<file path="src/rtl/rot_seq_pkg.sv">
// Shared definitions for the rotate sequencer.
//   - state_e   : FSM state encoding (IDLE, LOAD, ROTATE, DONE)
//   - DIR_*     : direction encoding carried by cmd_dir
//   - HOLD/LEFT/RIGHT : enable codes driven into rot_datapath
package rot_seq_pkg;

  typedef enum logic [1:0] {
    ST_IDLE   = 2'b00,
    ST_LOAD   = 2'b01,
    ST_ROTATE = 2'b10,
    ST_DONE   = 2'b11
  } state_e;

  localparam logic DIR_LEFT  = 1'b1;
  localparam logic DIR_RIGHT = 1'b0;

  localparam logic [1:0] HOLD  = 2'b00;
  localparam logic [1:0] LEFT  = 2'b01;
  localparam logic [1:0] RIGHT = 2'b10;

endpackage

</file>
<file path="src/rtl/rot_datapath.sv">
// WIDTH-bit rotate register used by rot_sequencer.
// Ports:
//   clk     : rising-edge clock
//   i_rst   : asynchronous active-high reset, clears the register
//   i_load  : load i_data (takes priority over i_en)
//   i_data  : word to load
//   i_en    : 00/11 hold, 01 rotate left by one, 10 rotate right by one
//   o_data  : current register contents
module rot_datapath
  import rot_seq_pkg::*;
#(
  parameter int WIDTH = 100
) (
  input  logic             clk,
  input  logic             i_rst,
  input  logic             i_load,
  input  logic [WIDTH-1:0] i_data,
  input  logic [1:0]       i_en,
  output logic [WIDTH-1:0] o_data
);

  logic [WIDTH-1:0] r_data;

  // Data register: load, single-bit rotate or hold.
  always_ff @(posedge clk or posedge i_rst) begin
    if (i_rst) begin
      r_data <= '0;
    end else if (i_load) begin
      r_data <= i_data;
    end else begin
      case (i_en)
        // left: bit i -> bit i+1, MSB wraps to bit 0
        LEFT:    r_data <= {r_data[WIDTH-2:0], r_data[WIDTH-1]};
        // right: bit i -> bit i-1, bit 0 wraps to MSB
        RIGHT:   r_data <= {r_data[0], r_data[WIDTH-1:1]};
        default: r_data <= r_data;
      endcase
    end
  end

  assign o_data = r_data;

endmodule

</file>
<file path="src/rtl/rot_sequencer.sv">
// Multi-cycle word rotator: accepts a command, rotates the word one bit per
// cycle in the requested direction, and presents the result until consumed.
// Ports:
//   clk, reset            : clock and asynchronous active-high reset
//   cmd_valid/cmd_ready   : command handshake (ready only in IDLE)
//   cmd_dir               : 1 = rotate left, 0 = rotate right
//   cmd_amt               : rotate amount (values >= WIDTH wrap once)
//   cmd_data              : word to rotate
//   rsp_valid/rsp_ready   : result handshake (valid only in DONE)
//   rsp_data              : rotated word, stable while rsp_valid
//   busy                  : high in every state except IDLE
// Build option: define ROT_SEQ_SHORTPATH_EN to rotate the shorter way round
// when the effective amount exceeds WIDTH/2 (same result, fewer cycles).
module rot_sequencer
  import rot_seq_pkg::*;
#(
  parameter int WIDTH = 100,
  parameter int AMT_W = 7
) (
  input  logic             clk,
  input  logic             reset,
  input  logic             cmd_valid,
  output logic             cmd_ready,
  input  logic             cmd_dir,
  input  logic [AMT_W-1:0] cmd_amt,
  input  logic [WIDTH-1:0] cmd_data,
  output logic             rsp_valid,
  input  logic             rsp_ready,
  output logic [WIDTH-1:0] rsp_data,
  output logic             busy
);

  localparam logic [31:0] C_WIDTH = 32'(WIDTH);

  state_e           r_state;
  logic [AMT_W-1:0] r_cnt;
  logic             r_dir;

  logic             w_accept;
  logic [AMT_W-1:0] w_amt_eff;
  logic [AMT_W-1:0] w_steps;
  logic             w_dir;
  logic [1:0]       w_en;

  assign w_accept = cmd_valid && (r_state == ST_IDLE);

  // Effective amount: one conditional subtraction of WIDTH.
  always_comb begin
    w_amt_eff = cmd_amt;
    if (32'(cmd_amt) >= C_WIDTH) begin
      w_amt_eff = AMT_W'(32'(cmd_amt) - C_WIDTH);
    end else begin
      w_amt_eff = cmd_amt;
    end
  end

`ifdef ROT_SEQ_SHORTPATH_EN
  // Rotating one way by k equals rotating the other way by WIDTH-k.
  always_comb begin
    w_dir   = cmd_dir;
    w_steps = w_amt_eff;
    if (32'(w_amt_eff) > (C_WIDTH / 32'd2)) begin
      w_dir   = ~cmd_dir;
      w_steps = AMT_W'(C_WIDTH - 32'(w_amt_eff));
    end else begin
      w_dir   = cmd_dir;
      w_steps = w_amt_eff;
    end
  end
`else
  // Always rotate the requested way for the full effective amount.
  always_comb begin
    w_dir   = cmd_dir;
    w_steps = w_amt_eff;
  end
`endif

  // Sequencer FSM and step counter.
  always_ff @(posedge clk or posedge reset) begin
    if (reset) begin
      r_state <= ST_IDLE;
      r_cnt   <= '0;
      r_dir   <= DIR_RIGHT;
    end else begin
      case (r_state)
        ST_IDLE: begin
          if (w_accept) begin
            r_state <= ST_LOAD;
            r_cnt   <= w_steps;
            r_dir   <= w_dir;
          end
        end
        ST_LOAD: begin
          if (r_cnt == '0) begin
            r_state <= ST_DONE;
          end else begin
            r_state <= ST_ROTATE;
          end
        end
        ST_ROTATE: begin
          r_cnt <= r_cnt - AMT_W'(1);
          // leave on the step that takes the counter to zero
          if (r_cnt <= AMT_W'(1)) begin
            r_state <= ST_DONE;
          end
        end
        ST_DONE: begin
          if (rsp_ready) begin
            r_state <= ST_IDLE;
          end
        end
        default: begin
          r_state <= ST_IDLE;
          r_cnt   <= '0;
        end
      endcase
    end
  end

  // Datapath enable: rotate only while in ROTATE.
  always_comb begin
    w_en = HOLD;
    if (r_state == ST_ROTATE) begin
      w_en = (r_dir == DIR_LEFT) ? LEFT : RIGHT;
    end else begin
      w_en = HOLD;
    end
  end

  rot_datapath #(
    .WIDTH (WIDTH)
  ) u_datapath (
    .clk    (clk),
    .i_rst  (reset),
    .i_load (w_accept),
    .i_data (cmd_data),
    .i_en   (w_en),
    .o_data (rsp_data)
  );

  assign cmd_ready = (r_state == ST_IDLE);
  assign rsp_valid = (r_state == ST_DONE);
  assign busy      = (r_state != ST_IDLE);

endmodule

</file>
<file path="config.mk">
export PLATFORM = sky130hd
export DESIGN_NAME = rot_sequencer
export DESIGN_NICKNAME = d
export VERILOG_FILES = /design/src/rtl/rot_seq_pkg.sv /design/src/rtl/rot_datapath.sv /design/src/rtl/rot_sequencer.sv
export SDC_FILE = /design/constraint.sdc
export NUM_CORES = 1
export LEC_CHECK = 0
export CAP_MARGIN = 25
export CORE_MARGIN = 2
export CORE_UTILIZATION = 50
export CTS_CLUSTER_SIZE = 25
export DETAILED_ROUTE_END_ITERATION = 10
export GPL_TIMING_DRIVEN = 1
export PLACE_DENSITY = 0.95
export SLEW_MARGIN = 20
export SYNTH_ARGS = -nofsm -noshare
export SYNTH_HDL_FRONTEND = slang
export SYNTH_SLANG_ARGS = --single-unit
</file>
<file path="constraint.sdc">
create_clock -name clk -period 5.7 [get_ports clk]
set_input_delay 1.14 -clock clk [delete_from_list [all_inputs] [get_ports clk]]
set_output_delay 1.14 -clock clk [all_outputs]
set_load 0.02 [all_outputs]
</file>
==> metrics.cfg <==
[pwr]
irDropWorstVdd_mv = 0.3771
p_leak_nw = 3.618
power.density_cell_area_mw_per_mm2 = 643.2
total_power_mw = 5.668

[synthesis]
postSynthCellCount = 755
multiplexer_fraction_of_the_synthesized_cell_area = 0.1628
synth_top_area_frac = 0.4336
synth_seq_cells = 110
netlist_area_pre_place_mm2 = 0.006349
synth_ff_type = sky130_fd_sc_hd__dfrtp_1
netlist-cell-type-count = 39
netlist_top_cells_count = sky130_fd_sc_hd__nand2_1, sky130_fd_sc_hd__dfrtp_1, sky130_fd_sc_hd__o21ai_1
post_synth_fa_ha_maj_area_fraction = 0.01774
post-synth-top-count-cell = sky130_fd_sc_hd__nand2_1
synth.top_cells.by_area = sky130_fd_sc_hd__dfrtp_1, sky130_fd_sc_hd__mux2i_1, sky130_fd_sc_hd__nand2_1
syn_nets = 876
synth-xor-area-share = 0
ys_seq_area_frac = 0.4336
synth_enable_flop_cells = 0
yosysWarnings = 0
synth-compound-area-share = 0.1912
synth_top_family_by_area = compound AO/OA/AOI/OAI gates
syn_area_per_cell_um2 = 8.409
synth-simple-area-share = 0.1480
synth_largest_area_cell = sky130_fd_sc_hd__dfrtp_1
synthArstFlopShare = 1.000

[detailed_routing]
postRouteWirelength_um = 16600
via_count = 5962
drcViolationCount = 0
routed_via_density = 5.395
avgRoutedWirePerCell_um = 15.03
starting_drt_drc_count = 409
drt.antenna.violating_nets = 0
drt-pass1-iter-count = 5

[floorplanning]
pin_count = 215
core_region_area_mm2 = 0.01252
floorplan.initialDensity = 0.5072
die_height_um = 116.7
design.die.area_mm2 = 0.01361
placement_rows = 41
die_w_um = 116.7

[worst_setup_path]
required_ps = 4560
cp_most_frequent_cell = sky130_fd_sc_hd__inv_1
cp_cell_sequence = inv_1, ha_1, inv_1, clkdlybuf4s50_1
cpMaxStageDelayCell = sky130_fd_sc_hd__clkdlybuf4s50_1
worst-r2r-cell-count = 6
cp.buffers_inverters = 3
critPathTopFamily = buffers and inverters
crit_path_max_incr_delay_ps = 560
critical_path_peak_fanout = 7
setup.worst_path.start_class = flip-flop
cp-end-kind = primary output
setup.worst_path.class = reg -> out
cp.depth = 4
worst-endpoint-arrival_ps = 1990

[sta]
setup_repair_after_global_routing_missed_its_margin = false
fin_skew_ps = 8.605
finalMaxSlewViolations = 0
finalSetupViolCount = 0
transition_at_the_pin_with_the_smallest_max_transition_slack_ps = 992.0
fraction_of_the_cycle_the_final_worst_path_needs = 0.5496
timing.final.hold_violations = 0
fmax_ghz = 0.3192
slew_headroom = 0.3387
period_needed_ps = 3133
setup_tns_ps = 0
worst_slack_ps = 2567

[hold_path]
min_path_type = reg -> reg
min_delay_path_depth = 2

[clock_network]
cts-resized-gates = 0
clock_tree.htree_level_count = 3
clk_pin_slew_ps = 70
max_root_sink_buffers = 2
cts_hold_bufs = 0
post-cts-setup-buffers = 0
ctsRootBufferMaster = sky130_fd_sc_hd__clkbuf_16
clock_latency_of_the_later_clocked_register_in_the_worst_skew_pair_ps = 340
clock_sink_count = 110
cts_bufs_inserted = 9
tritoncts = yes

[grt]
grt_use_total = 0.2391
grt_overflow_total = 0
grt_antenna_before_repair = 1
pin_count_of_the_biggest_net_entering_global_routing = 122
wire_length_of_the_first_global_routing_pass_um = 26380
grt_pass1_vias = 5563

[finish]
layout-area-overhead-vs-synth_pct = 38.83
fillerInstances = 969
design.final.nets = 1049
antennaDiodeCount = 0
layout.area.seq_mm2 = 0.002756
layout-drive-gt1-share = 0.02894
post_layout_nonfiller_instances = 1105
multi_input_area_mm2 = 0.003314

[placement]
gp_congestion = 0.8205
dpl_worst_slack_ps = 2583
placed_instances = 1089
dpl.hpwl_um = 11560
port_buffers = 214

[job]
timing.max_cap.violations = 0

[status]
status = complete, no violations

## worst register-to-register path, stage by stage, from the launching register on
cell                       delay, ps
sky130_fd_sc_hd__dfrtp_1         420
sky130_fd_sc_hd__inv_1           150
sky130_fd_sc_hd__ha_4            720
sky130_fd_sc_hd__buf_4           910
sky130_fd_sc_hd__nand2b_1        270
sky130_fd_sc_hd__nor4_1           80
sky130_fd_sc_hd__a21o_1          180
## area by class of cell
type	instances	area share
multi-input cells	575	0.3761
flip-flops and latches	110	0.3127
repair buffers	220	0.2482
clock inverters	5	0.006814
inverters	12	0.005395
clock buffers	11	0.02641
well taps	172	0.02442
## per-stage QoR
step	util	hold WS (ps)	instance area, µm²
global route	0.7041	588.1	8813
finish	0.7041	532.2	8813
floorplan	-	476.5	6349
detailed placement	0.6807	519.3	8521
CTS	0.7041	533.5	8813
global placement	0.6807	494.5	8521
## path summary, 6_finish.rpt
path	from	endpoint	slack, ps
setup / recovery	r_state[0]$_DFFE_PP0P_	busy	2570
hold / removal	r_cnt[6]$_DFFE_PP0P_	r_cnt[6]$_DFFE_PP0P_	530
setup reg to reg	r_state[0]$_DFFE_PP0P_	r_cnt[2]$_DFFE_PP0P_	2870
hold reg to reg	r_cnt[6]$_DFFE_PP0P_	r_cnt[6]$_DFFE_PP0P_	530
max in group asynchronous	reset	u_datapath.o_data[21]$_DFFE_PP0P_	3280
min in group asynchronous	reset	u_datapath.o_data[15]$_DFFE_PP0P_	1340
## cells by family after synthesis
group	count (synthesis)
AOI/OAI and AO/OA	232
and+or+nand+nor	231
DFF	110
muxes	103
buffers and inverters	70
adders and majority gates	9
## routing by layer
layer | global-route usage | part of all wire | vias to the layer above
li1 | - | - | 2936
met1 | 0.3167 | 0.43 | 2776
met2 | 0.3861 | 0.48 | 199
met3 | 0.04203 | 0.059 | 49
met4 | 0.1059 | 0.036 | 2
met5 | 0 | 0.00096 | -
## cells in the final DEF (no fill, tap or decap), drive strengths merged, types with 3 or more instances in the layout
| cell | synthesis | final |
|---|---|---|
| buf | 26 | 6 |
| dfrtp | 110 | 110 |
| nor2 | 5 | 5 |
| mux2i | 101 | 101 |
| ha | 9 | 9 |
| clkinvlp | 0 | 4 |
| or3 | 3 | 3 |
| nand2 | 208 | 208 |
| o21ai | 208 | 208 |
| inv | 12 | 12 |
| a21oi | 11 | 11 |
| clkdlybuf4s50 | 0 | 214 |
| clkbuf | 32 | 11 |
## registers in the layout, indices dropped and copies added, names as in the netlist
| signal | flops |
|---|---|
| r_state | 2 |
| r_dir | 1 |
| r_cnt | 7 |
| u_datapath.o_data | 100 |
## report_power, final
part | switching [mW] | internal [mW] | total [mW]
clock | 0.282 | 0.342 | 0.624
combinational | 1.76 | 1.54 | 3.30
sequential | 0.527 | 1.21 | 1.74
total | 2.57 | 3.09 | 5.67
Note: power is estimated with default switching activity, not from simulation.
